**src/rtl/rgb_button_if.sv**
```systemverilog
// Button-side signal bundle between the debounced button reader and its
// consumers (RGB LED driver, or a bench standing in for the board).
interface rgb_button_if;
  logic       btn_raw;
  logic       btn_level;
  logic       press_pulse;
  logic       release_pulse;
  logic       long_pulse;
  logic [1:0] colour_sel;
  logic       led_en;

  // Reader side: samples the raw pin, drives the debounced status and selections
  modport master (
    input  btn_raw,
    output btn_level,
    output press_pulse,
    output release_pulse,
    output long_pulse,
    output colour_sel,
    output led_en
  );

  // Consumer side: owns the raw pin, observes status and selections
  modport slave (
    output btn_raw,
    input  btn_level,
    input  press_pulse,
    input  release_pulse,
    input  long_pulse,
    input  colour_sel,
    input  led_en
  );
endinterface

```
**src/rtl/rgb_button_in.sv**
```systemverilog
// Debounced push-button reader for the RGB demo. Synchronises the raw pin,
// debounces press and release with a four-state FSM, produces press /
// release / long-press strobes, and owns the colour selection and LED enable
// consumed by the LED driver. A short press cycles the colour; a long press
// toggles the LED enable and suppresses the colour advance on its release.
module rgb_button_in #(
  parameter int DEBOUNCE_CYCLES = 1_000_000,
  parameter int LONG_CYCLES     = 100_000_000,
  parameter int CNT_W           = 28
) (
  input  logic         clk,
  input  logic         nrst,
  rgb_button_if.master btn
);

  typedef enum logic [1:0] {
    IDLE    = 2'd0,
    ARM_DN  = 2'd1,
    PRESSED = 2'd2,
    ARM_UP  = 2'd3
  } state_t;

  localparam logic [CNT_W-1:0] CNT_ONE   = CNT_W'(1);
  localparam logic [CNT_W-1:0] DEB_MAX   = CNT_W'(DEBOUNCE_CYCLES);
  localparam logic [CNT_W-1:0] LONG_MAX  = CNT_W'(LONG_CYCLES);
  localparam logic [CNT_W-1:0] LONG_TRIG = CNT_W'(LONG_CYCLES - 1);

  // Hold counter increment that parks at LONG_CYCLES instead of wrapping,
  // so a button held indefinitely can never re-trigger the long press.
  function automatic logic [CNT_W-1:0] sat_inc(input logic [CNT_W-1:0] v);
    return (v >= LONG_MAX) ? v : v + CNT_ONE;
  endfunction

  // Colour rotation RED -> GREEN -> BLUE -> RED; any stray code recovers to RED.
  function automatic logic [1:0] next_colour(input logic [1:0] c);
    case (c)
      2'd1:    return 2'd2;
      2'd2:    return 2'd3;
      default: return 2'd1;
    endcase
  endfunction

  logic             btn_meta_p0;
  logic             btn_sync;
  state_t           state;
  logic [CNT_W-1:0] dcnt;
  logic [CNT_W-1:0] hcnt;
  logic             long_done;
  logic             long_fire;
  logic             level_q;
  logic             press_q;
  logic             release_q;
  logic             long_q;
  logic [1:0]       colour_q;
  logic             led_en_q;

  // Two-flop synchroniser: the only logic that touches the asynchronous pin
  always_ff @(posedge clk or negedge nrst) begin
    if (!nrst) begin
      btn_meta_p0 <= 1'b0;
      btn_sync    <= 1'b0;
    end else begin
      btn_meta_p0 <= btn.btn_raw;
      btn_sync    <= btn_meta_p0;
    end
  end

  // Long press fires once when the hold count crosses LONG_CYCLES-1
  assign long_fire = ((state == PRESSED) || (state == ARM_UP)) &&
                     (hcnt == LONG_TRIG) && !long_done;

  // Debounce FSM with hold counter, strobes and selection registers
  always_ff @(posedge clk or negedge nrst) begin
    if (!nrst) begin
      state     <= IDLE;
      dcnt      <= '0;
      hcnt      <= '0;
      long_done <= 1'b0;
      level_q   <= 1'b0;
      press_q   <= 1'b0;
      release_q <= 1'b0;
      long_q    <= 1'b0;
      colour_q  <= 2'd1;
      led_en_q  <= 1'b1;
    end else begin
      press_q   <= 1'b0;
      release_q <= 1'b0;
      long_q    <= 1'b0;

      if ((state == PRESSED) || (state == ARM_UP)) begin
        hcnt <= sat_inc(hcnt);
      end

      if (long_fire) begin
        long_q    <= 1'b1;
        led_en_q  <= ~led_en_q;
        long_done <= 1'b1;
      end

      case (state)
        IDLE: begin
          if (btn_sync) begin
            state <= ARM_DN;
            dcnt  <= CNT_ONE;
          end
        end
        ARM_DN: begin
          if (!btn_sync) begin
            state <= IDLE;
          end else if (dcnt == DEB_MAX) begin
            state     <= PRESSED;
            press_q   <= 1'b1;
            level_q   <= 1'b1;
            hcnt      <= '0;
            long_done <= 1'b0;
          end else begin
            dcnt <= dcnt + CNT_ONE;
          end
        end
        PRESSED: begin
          if (!btn_sync) begin
            state <= ARM_UP;
            dcnt  <= CNT_ONE;
          end
        end
        ARM_UP: begin
          if (btn_sync) begin
            // Release bounce: resume the press without disturbing the hold count
            state <= PRESSED;
          end else if (dcnt == DEB_MAX) begin
            state     <= IDLE;
            release_q <= 1'b1;
            level_q   <= 1'b0;
            // A long press landing on this same edge still counts as long
            if (!long_done && !long_fire) begin
              colour_q <= next_colour(colour_q);
            end
          end else begin
            dcnt <= dcnt + CNT_ONE;
          end
        end
        default: state <= IDLE;
      endcase
    end
  end

  assign btn.btn_level     = level_q;
  assign btn.press_pulse   = press_q;
  assign btn.release_pulse = release_q;
  assign btn.long_pulse    = long_q;
  assign btn.colour_sel    = colour_q;
  assign btn.led_en        = led_en_q;

endmodule

```
**src/flat_wrapper.sv**
```systemverilog
// flat-port wrapper written by rule: the top's interface ports become plain ports
module rgb_button_in_flat 
#(
  parameter int DEBOUNCE_CYCLES = 1_000_000,
  parameter int LONG_CYCLES     = 100_000_000,
  parameter int CNT_W           = 28
)
  (clk, nrst, btn_btn_raw, btn_btn_level, btn_press_pulse, btn_release_pulse, btn_long_pulse, btn_colour_sel, btn_led_en);
  rgb_button_if btn_i ();
  input  logic clk;
  input  logic nrst;
  input wire logic [$bits(btn_i.btn_raw)-1:0] btn_btn_raw;
  output wire logic [$bits(btn_i.btn_level)-1:0] btn_btn_level;
  output wire logic [$bits(btn_i.press_pulse)-1:0] btn_press_pulse;
  output wire logic [$bits(btn_i.release_pulse)-1:0] btn_release_pulse;
  output wire logic [$bits(btn_i.long_pulse)-1:0] btn_long_pulse;
  output wire logic [$bits(btn_i.colour_sel)-1:0] btn_colour_sel;
  output wire logic [$bits(btn_i.led_en)-1:0] btn_led_en;
  assign btn_i.btn_raw = btn_btn_raw;
  assign btn_btn_level = btn_i.btn_level;
  assign btn_press_pulse = btn_i.press_pulse;
  assign btn_release_pulse = btn_i.release_pulse;
  assign btn_long_pulse = btn_i.long_pulse;
  assign btn_colour_sel = btn_i.colour_sel;
  assign btn_led_en = btn_i.led_en;
  rgb_button_in #(.DEBOUNCE_CYCLES(DEBOUNCE_CYCLES), .LONG_CYCLES(LONG_CYCLES), .CNT_W(CNT_W)) u_core (.clk(clk), .nrst(nrst), .btn(btn_i));
endmodule
```
**config.mk**
```make
export PLATFORM = sky130hd
export DESIGN_NAME = rgb_button_in_flat
export DESIGN_NICKNAME = d
export VERILOG_FILES = /design/src/rtl/rgb_button_if.sv /design/src/rtl/rgb_button_in.sv /design/src/flat_wrapper.sv
export SDC_FILE = /design/constraint.sdc
export NUM_CORES = 1
export LEC_CHECK = 0
export CORE_UTILIZATION = 50
export CTS_BUF_LIST = sky130_fd_sc_hd__clkbuf_4 sky130_fd_sc_hd__clkbuf_8
export DETAILED_ROUTE_END_ITERATION = 7
export PLACE_DENSITY_LB_ADDON = 0.12
export SETUP_SLACK_MARGIN = 0.4
export SYNTH_ARGS = -nofsm -noshare
export SYNTH_HDL_FRONTEND = slang
export SYNTH_SLANG_ARGS = --single-unit
```
**constraint.sdc**
```tcl
create_clock -name clk -period 2.6 [get_ports clk]
set_input_delay 0.26 -clock clk [delete_from_list [all_inputs] [get_ports clk]]
set_output_delay 0.26 -clock clk [all_outputs]
set_load 0.02 [all_outputs]
```
* After elaboration in Yosys (flattened, before gate mapping)
Index checks and enable logic that the tools add are counted.
** Operators by class
- Magnitude comparators :: 1
- Mux-type cells :: 34
- Equality and inequality tests :: 15
- Bitwise operators :: 2
- Add/sub/neg operators :: 2
- Reductions and logical operators :: 12
** Operators with widths (number)
- 2-to-1 mux 28 bit :: 10
- one-hot mux 28 bit (4 select lines) :: 1
- adder 28 x 1 -> 28 bit, second input constant :: 2
- equality test 28 x 20 -> 1 bit, second input constant :: 1
- equality test 28 x 27 -> 1 bit, second input constant :: 1
- greater-or-equal comparator 28 x 27 -> 1 bit, second input constant :: 1
- 2-to-1 mux 1 bit :: 14
- 2-to-1 mux 2 bit :: 6
- AND reduction 4 bit :: 3
- one-hot mux 2 bit (4 select lines) :: 1
- equality test 2 bit, second input constant :: 3
- inequality test 2 x 1 -> 1 bit, second input constant :: 3
- inequality test 2 bit, second input constant :: 3
- AND reduction 5 bit :: 1
- equality test 2 x 1 -> 1 bit, second input constant :: 2
- one-hot mux 2 bit (2 select lines) :: 1
- logical AND 1 bit :: 3
- inequality test 3 x 2 -> 1 bit, second input constant :: 1
- inequality test 3 bit, second input constant :: 1
- zero test 1 bit :: 2
- zero test 2 bit :: 1
- inverter 1 bit :: 2
- one-hot mux 1 bit (2 select lines) :: 1
- nonzero test 2 bit :: 1
- logical OR 1 bit :: 1
** Word-level totals
- Output and inout bits :: 7
- Input port bits :: 3
- Logic and storage cells :: 78
- Bits in registers :: 68

* Depth between registers and ports, before layout
Gate-level depths: netlist of run 1.
- Depth after elaboration :: 8
- Depth in mapped cells :: 8
- Gate-level depth less buffers :: 7

* Worst setup path after synthesis of run 1
Ideal clock, no wire load.
- Kind :: flip-flop to flip-flop
- From :: register u_core.hcnt[13]
- To :: register u_core.hcnt[22]
- Path buffers :: 2
- Cell stages (with the launch flop) :: 8
- Library setup time :: 0.073 ns
- Required time :: 2.527 ns
- Path slack :: 0.485 ns
- Data arrival time :: 2.042 ns
- Period minus slack after synthesis :: 2.115 ns
- Cells stage by stage :: dfrtp_1 and4_1 buf_6 a2111oi_4 o22ai_2 buf_6 or4_4 a21oi_2
** Between the ends
- Cells in the longest elaborated chain, start to end :: 6
- Elaborated cells between the ends (all ways) :: 7
- Those cells by class :: add/sub: 1; order compare: 1; mux: 5
** RTL lines
- start, declared :: line rgb_button_in.sv:47 : logic [CNT_W-1:0] hcnt;
- start signal, assigned :: line rgb_button_in.sv:91 : hcnt <= sat_inc(hcnt);
- adder 28 x 1 -> 28 bit / greater-or-equal comparator 28 x 27 -> 1 bit (equally long branches) :: line rgb_button_in.sv:31 : return (v >= LONG_MAX) ? v : v + CNT_ONE;
- 2-to-1 mux 28 bit * :: line rgb_button_in.sv:31
- 2-to-1 mux 28 bit * :: line rgb_button_in.sv:90 : if ((state == PRESSED) || (state == ARM_UP)) begin
- 2-to-1 mux 28 bit :: line rgb_button_in.sv:110 : end else if (dcnt == DEB_MAX) begin
- 2-to-1 mux 28 bit :: line rgb_button_in.sv:108 : if (!btn_sync) begin
- 2-to-1 mux 28 bit * :: line rgb_button_in.sv:100 : case (state)
Mark *: on every way between the ends. The rest lies on a longest branch, timed or not.
A chain may end at the register's enable or synchronous reset.

* Final worst setup path of run 1
- From :: register u_core.hcnt[13]
- To :: register u_core.hcnt[24]
Same word-level chain as after synthesis.

==> impl_metrics.tcl, run 1 <==
set metrics [dict create \
    status "finished clean" \
    endpoint_kind "flip-flop" \
    cts_buffers 9 \
    clkLatencyLatePin_ps 330 \
    crit_chain "and4_4, a2111oi_4, o22ai_2, buf_12, or4_1, a21oi_1" \
    drc 0 \
    die_area_um2 7581 \
    initial_core_util_pct 52.39 \
    via_per_inst 5.876 \
    syn2layout_area_growth_pct 15.46 \
    portBuffers 9 \
    syn_area_um2 3618 \
    dpl.hpwl_um 5248 \
    n_antenna_cell 0 \
    cts_tree "yes" \
    vias 2885 \
    grt_pass1_vias 2667 \
    fmax_mhz 462.4 \
    final_cells 491 \
    async_flop_share_pct 100.0 \
    ys_seq_area_share_pct 47.10 \
    synth_edf_count 0 \
    fin_area_um2 4178 \
    vdd_drop_max_mv 0.3293 \
    nets 398 \
    fill_cells 609 \
    grt.total_usage_pct 22.28 \
    slew_violations 0 \
    hold_class "in2async" \
    cts-root-buf "clkbuf_8" \
    ys_seq_elements 68 \
    critPathKind "reg2reg" \
    critPathSlowestCell "or4_1" \
    ctsLongestPathBuffers 2 \
    postRouteAntennaNets 0 \
    finalCriticalPeriod_ps 2163 \
    grt_overflow 0 \
    power_uw 2104 \
    p_leak_uw 0.001739 \
    slew_headroom_pct 58.42 \
    synth_cell_types 49 \
    power.density_nw_per_um2 503.6 \
    tightest_slew_ps 622.5 \
    setup_tns_ps 0 \
    required_ps 2860 \
    seqCellArea_um2 1705 \
    fin_crit_sh_pct 83.18 \
    cts_sinks 68 \
    antenna_found_initial 0 \
    chipHeight_um 87.07 \
    worstSetupStartpointType "flip-flop" \
    fin_skew_ps 6.944 \
    cp_max_fo 29 \
    ys.flop_type "dfrtp_1" \
    ys_warn_count 0 \
    place_inst 469 \
    hold_viol 0 \
    synth_area_per_cell_um2 9.860 \
    h-tree-depth 3 \
    arrival_ps 2420 \
    worst_path_largest_cell_delay_ps 500 \
    coreArea_um2 6907 \
    drv_cap 0 \
    grt_start_max_net_pins 36 \
    chipWidth_um 87.07 \
    grt_pass1_wl_um 12970 \
    ios 10 \
    synthesis.nets 375 \
    clk_pin_slew_ps 70 \
    routed_wl_um 7613 \
    place_congestion 0.9143 \
    first_iter_violations 141 \
    rsz0062_at_grt "true" \
    fin_util_pct 60.49 \
    finalSetupViolCount 0 \
    synthCells 367 \
    drive_gt1_share_pct 12.91 \
    wire_per_inst_um 15.51 \
    place_area_um2 3859 \
    fp-row-count 30 \
    multi_input_area_um2 1859 \
    drt_first_pass_iters 4 \
]
==> registers in the layout, indices dropped and copies added, names as in the netlist, named ones only <==
name and count:
u_core.dcnt 28, u_core.hcnt 28, u_core.btn.colour_sel 2, u_core.btn.btn_level 1, u_core.btn.led_en 1, u_core.btn.long_pulse 1, u_core.btn.press_pulse 1, u_core.btn.release_pulse 1
u_core.btn_meta_p0 1, u_core.btn_sync 1, u_core.long_done 1, u_core.state 1
==> logic make-up after synthesis <==
group | synth area share [%]
mux | 3.112
xor+xnor | 6.051
flops | 47.10
compound gates | 11.45
simple gates | 27.42
buf+inv | 3.147
fa+ha+maj | 1.729
==> cells in the mapped netlist (5+ instances only) <==
library cell | instances | share of area, %
and3_1 | 6 | 1.0
o21ai_0 | 12 | 1.7
dfrtp_1 | 66 | 46
or3_1 | 13 | 2.2
inv_1 | 11 | 1.1
nor4_1 | 8 | 1.4
nand4_1 | 14 | 2.4
and4_1 | 15 | 3.6
xnor2_1 | 14 | 3.4
o31ai_1 | 9 | 1.9
nand3_1 | 18 | 2.5
and2_1 | 8 | 1.4
xor2_1 | 11 | 2.7
clkbuf_1 | 8 | 0.83
mux2i_1 | 9 | 2.5
nor3_1 | 6 | 0.83
a21oi_1 | 19 | 2.6
nand2_1 | 35 | 3.6
nor2_1 | 26 | 2.7
or4_1 | 6 | 1.2
ha_1 | 5 | 1.7
==> repair_timing <==
action / 4_1_cts / 5_1_grt
buffers inserted: 3 / 2
resized for setup: 3 / 9
hold buffers: 1 / 0
endpoints found under the setup margin: 9 / 33
cloned: 0 / 0
pin swaps: 1 / 3
endpoints found under the hold margin: 11 / 0
==> path summary, 6_finish.rpt <==
| path | startpoint | end | cells after the start | slack (ps) |
|---|---|---|---|---|
| worst max-delay path | u_core.hcnt[13] | u_core.hcnt[24] | 6 | 440 |
| worst min-delay path | nrst | u_core.dcnt[20] | 2 | 360 |
| worst max register to register | u_core.hcnt[13] | u_core.hcnt[24] | 6 | 440 |
| worst min register to register | u_core.btn_meta_p0 | u_core.btn_sync | 0 | 360 |
| max in group asynchronous | nrst | u_core.hcnt[25] | 3 | 1620 |
| min in group clk | u_core.btn_meta_p0 | u_core.btn_sync | 0 | 360 |
==> layer usage <==
| layer | vias up | GRT usage [%] | wire length, µm |
|---|---|---|---|
| met4 | 0 | 8.030 | 105 |
| met3 | 11 | 3.412 | 325 |
| met5 | - | 0 | 0 |
| li1 | 1408 | - | - |
| met1 | 1399 | 33.68 | 3828 |
| met2 | 67 | 32.28 | 3353 |
==> stage by stage <==
| step | worst slack (ps) | hold slack [ps] |
|---|---|---|
| 6_report | 437.4 | 356.9 |
| 5_1_grt | 326.1 | 359.6 |
| 2_1_floorplan | 485.3 | -35.59 |
| 3_5_place_dp | 354.0 | 185.1 |
| 4_1_cts | 408.7 | 353.8 |
| 3_3_place_gp | 394.7 | 188.9 |
==> worst max-delay path: cells and delay by family, from the launching register on <==
kind,cells,cell delay [ps]
DFF,1,430
and+or+nand+nor,2,750
AOI/OAI and AO/OA,3,720
buffers and inverters,1,190
==> placed cells by master (no fill, tap or decap), types with 8 or more instances in the layout <==
master and count:
dfrtp_1 65, nand2_1 35, nor2_1 25, nand3_1 18
a21oi_1 18, and4_1 14, nand4_1 14, xnor2_1 14
buf_4 14, or3_1 13, o21ai_0 12, inv_1 11
xor2_1 11, clkbuf_8 11, o31ai_1 9, mux2i_1 9
nor4_1 8, and2_1 8, clkdlybuf4s50_1 8
==> where the power goes <==
group | internal (µW) | switching [µW] | total, µW | leakage, µW
combinational | 37.4 | 51.8 | 89.2 | 0.000699
sequential | 1070 | 21.0 | 1100 | 0.000929
clock | 540 | 379 | 919 | 0.000112
total | 1650 | 452 | 2100 | 0.00174
==> final cells by class <==
class / instances / share of cell area (%)
Tap cell: 96 / 2.875
Multi-Input combinational cell: 274 / 44.50
Inverter: 11 / 0.9883
Clock inverter: 1 / 0.7188
Clock buffer: 15 / 4.343
Sequential cell: 68 / 40.82
Timing Repair Buffer: 26 / 5.750
Note: power is estimated with default switching activity, not from simulation.
==> run 2: changes to the inputs <==
clock period = 1.8 ns   (was 2.6 ns; I/O delays follow)
==> run 2 against run 1 <==
  * Register-to-register slack got worse by 630 ps
  * Die area did not move
  * Power rose by 61%
  * Non-clock buffer count rose by 92
  * The flow now finishes with violations (negative setup slack)
  * Core utilization rose by 17 points
  * Setup slack got worse by 630 ps
  * Clock-buffer cell count fell by 5
  * Clock power rose by 73%
==> impl_metrics.tcl, run 2 (synthesis results as in run 1) <==
set metrics [dict create \
    violations "negative setup slack" \
    cpLargestDelayFamily "simple AND/OR/NAND/NOR gates" \
    syn2layout_area_growth_pct 47.37 \
    fill_cells 455 \
    slew_headroom_pct 75.29 \
    required_ps 2080 \
    path_buf_inv 1 \
    hold_viol 0 \
    p_leak_uw 0.002382 \
    power_uw 3389 \
    n_antenna_cell 0 \
    place_ws_ps -191.6 \
    grt_overflow 0 \
    worstSetupStartpointType "flip-flop" \
    final_cells 583 \
    wire_per_inst_um 16.78 \
    crit_chain "and2_1, a2111oi_4, o22ai_2, buf_4, or4_4, a21oi_2" \
    via_per_inst 5.710 \
    setup_tns_ps -3831 \
    final_common_cell "buf_4" \
    dpl.hpwl_um 6068 \
    status "complete, but fails checks" \
    clkLatencyLatePin_ps 350 \
    cts_tree "yes" \
    drive_gt1_share_pct 41.89 \
    place_congestion 0.8197 \
    fmax_mhz 500.8 \
    place_area_um2 4644 \
    ctsLongestPathBuffers 2 \
    fin_skew_ps 7.636 \
    critPathKind "reg2reg" \
    finalSetupViolCount 34 \
    cts_sinks 68 \
    h-tree-depth 3 \
    clk_pin_slew_ps 80 \
    fin_area_um2 5333 \
    place_inst 553 \
    grt_start_max_net_pins 69 \
    cts-root-buf "clkbuf_8" \
    coreArea_um2 6907 \
    vdd_drop_max_mv 0.5207 \
    cts_buffers 9 \
    drt_first_pass_iters 4 \
    portBuffers 9 \
    endpoint_kind "flip-flop" \
    met2_usage_pct 46.46 \
    finalWorstSetupSlack_ps -196.7 \
    nets 490 \
    tightest_slew_ps 370.6 \
    grt_pass1_wl_um 16130 \
    vias 3329 \
    ios 10 \
    most-common-layout-cells "buf_4 (87), dfrtp_1 (64), nand2_1 (29)" \
    routed_wl_um 9785 \
    drc 0 \
    slew_violations 0 \
    die_area_um2 7581 \
    drv_cap 0 \
    power.density_nw_per_um2 635.5 \
    busiest_layer "met2" \
    chipHeight_um 87.07 \
    grtUsageMet3_pct 4.455 \
    finalCriticalPeriod_ps 1997 \
    first_iter_violations 209 \
    grt_pass1_vias 3306 \
    use_met1_pct 37.24 \
    grt.total_usage_pct 28.05 \
    fp-row-count 30 \
    chipWidth_um 87.07 \
    postRouteAntennaNets 0 \
    antenna_found_initial 0 \
    worst_path_largest_cell_delay_ps 480 \
    fin_crit_sh_pct 110.9 \
    rsz0062_at_grt "true" \
    cp_max_fo 9 \
    arrival_ps 2280 \
    critPathSlowestCell "or4_4" \
    hold_class "in2reg" \
    initial_core_util_pct 52.39 \
]
==> run 2: cell count changes in the layout (fill, tap and decap cells not counted), moves of 7 or more <==
cell             delta
a21oi_2             +7
buf_4              +73
clkdlybuf4s50_1     -7
nor4_1              -7
buf_6              +18
==> run 2: worst paths after layout <==
check / start / to / slack [ps] / depth (start not counted)
hold / removal: btn_btn_raw / u_core.btn_meta_p0 / 270 / 1
min in group asynchronous: nrst / u_core.dcnt[17] / 390 / 3
max in group asynchronous: nrst / u_core.btn.led_en / 1080 / 3
hold reg to reg: u_core.btn_meta_p0 / u_core.btn_sync / 360 / 0
setup reg to reg: u_core.hcnt[17] / u_core.hcnt[22] / -200 / 6
setup / recovery: u_core.hcnt[17] / u_core.hcnt[22] / -200 / 6
==> run 2: layout make-up <==
| cell class | instances | area [µm²] | share of cell area, % |
|---|---|---|---|
| Clock inverter | 6 | 111.4 | 2.088 |
| Inverter | 11 | 41.29 | 0.7743 |
| Multi-Input combinational cell | 274 | 2236 | 41.93 |
| Clock buffer | 10 | 137.6 | 2.581 |
| Tap cell | 96 | 120.1 | 2.252 |
| Sequential cell | 68 | 1707 | 32.00 |
| Timing Repair Buffer | 118 | 979.7 | 18.37 |
==> run 2: per-layer routing <==
metal	up-vias	wire length, µm
li1	1589	-
met4	0	149
met5	-	0
met3	13	378
met1	1647	4376
met2	80	4880
==> run 2: power by group <==
group / leakage (µW) / switching [µW] / internal [µW]
logic: 0.00133 / 118 / 112
clock network: 0.000122 / 632 / 958
registers: 0.000927 / 17.9 / 1550
total: 0.00238 / 768 / 2620
==> run 2: timing repair <==
item	4_1_cts	5_1_grt
buffers inserted	8	3
resized for setup	68	24
pin swaps	36	13
endpoints found under the setup margin	73	68
hold endpoints to repair	66	0
hold buffers	1	0
gates cloned	2	0
==> run 2: per-stage QoR <==
step,hold slack [ps],utilization (%)
after floorplan,-115.6,-
after global placement,231.8,67.25
after detailed placement,234.0,67.25
after CTS,261.8,75.71
after global routing,264.0,77.21
final,270.5,77.21
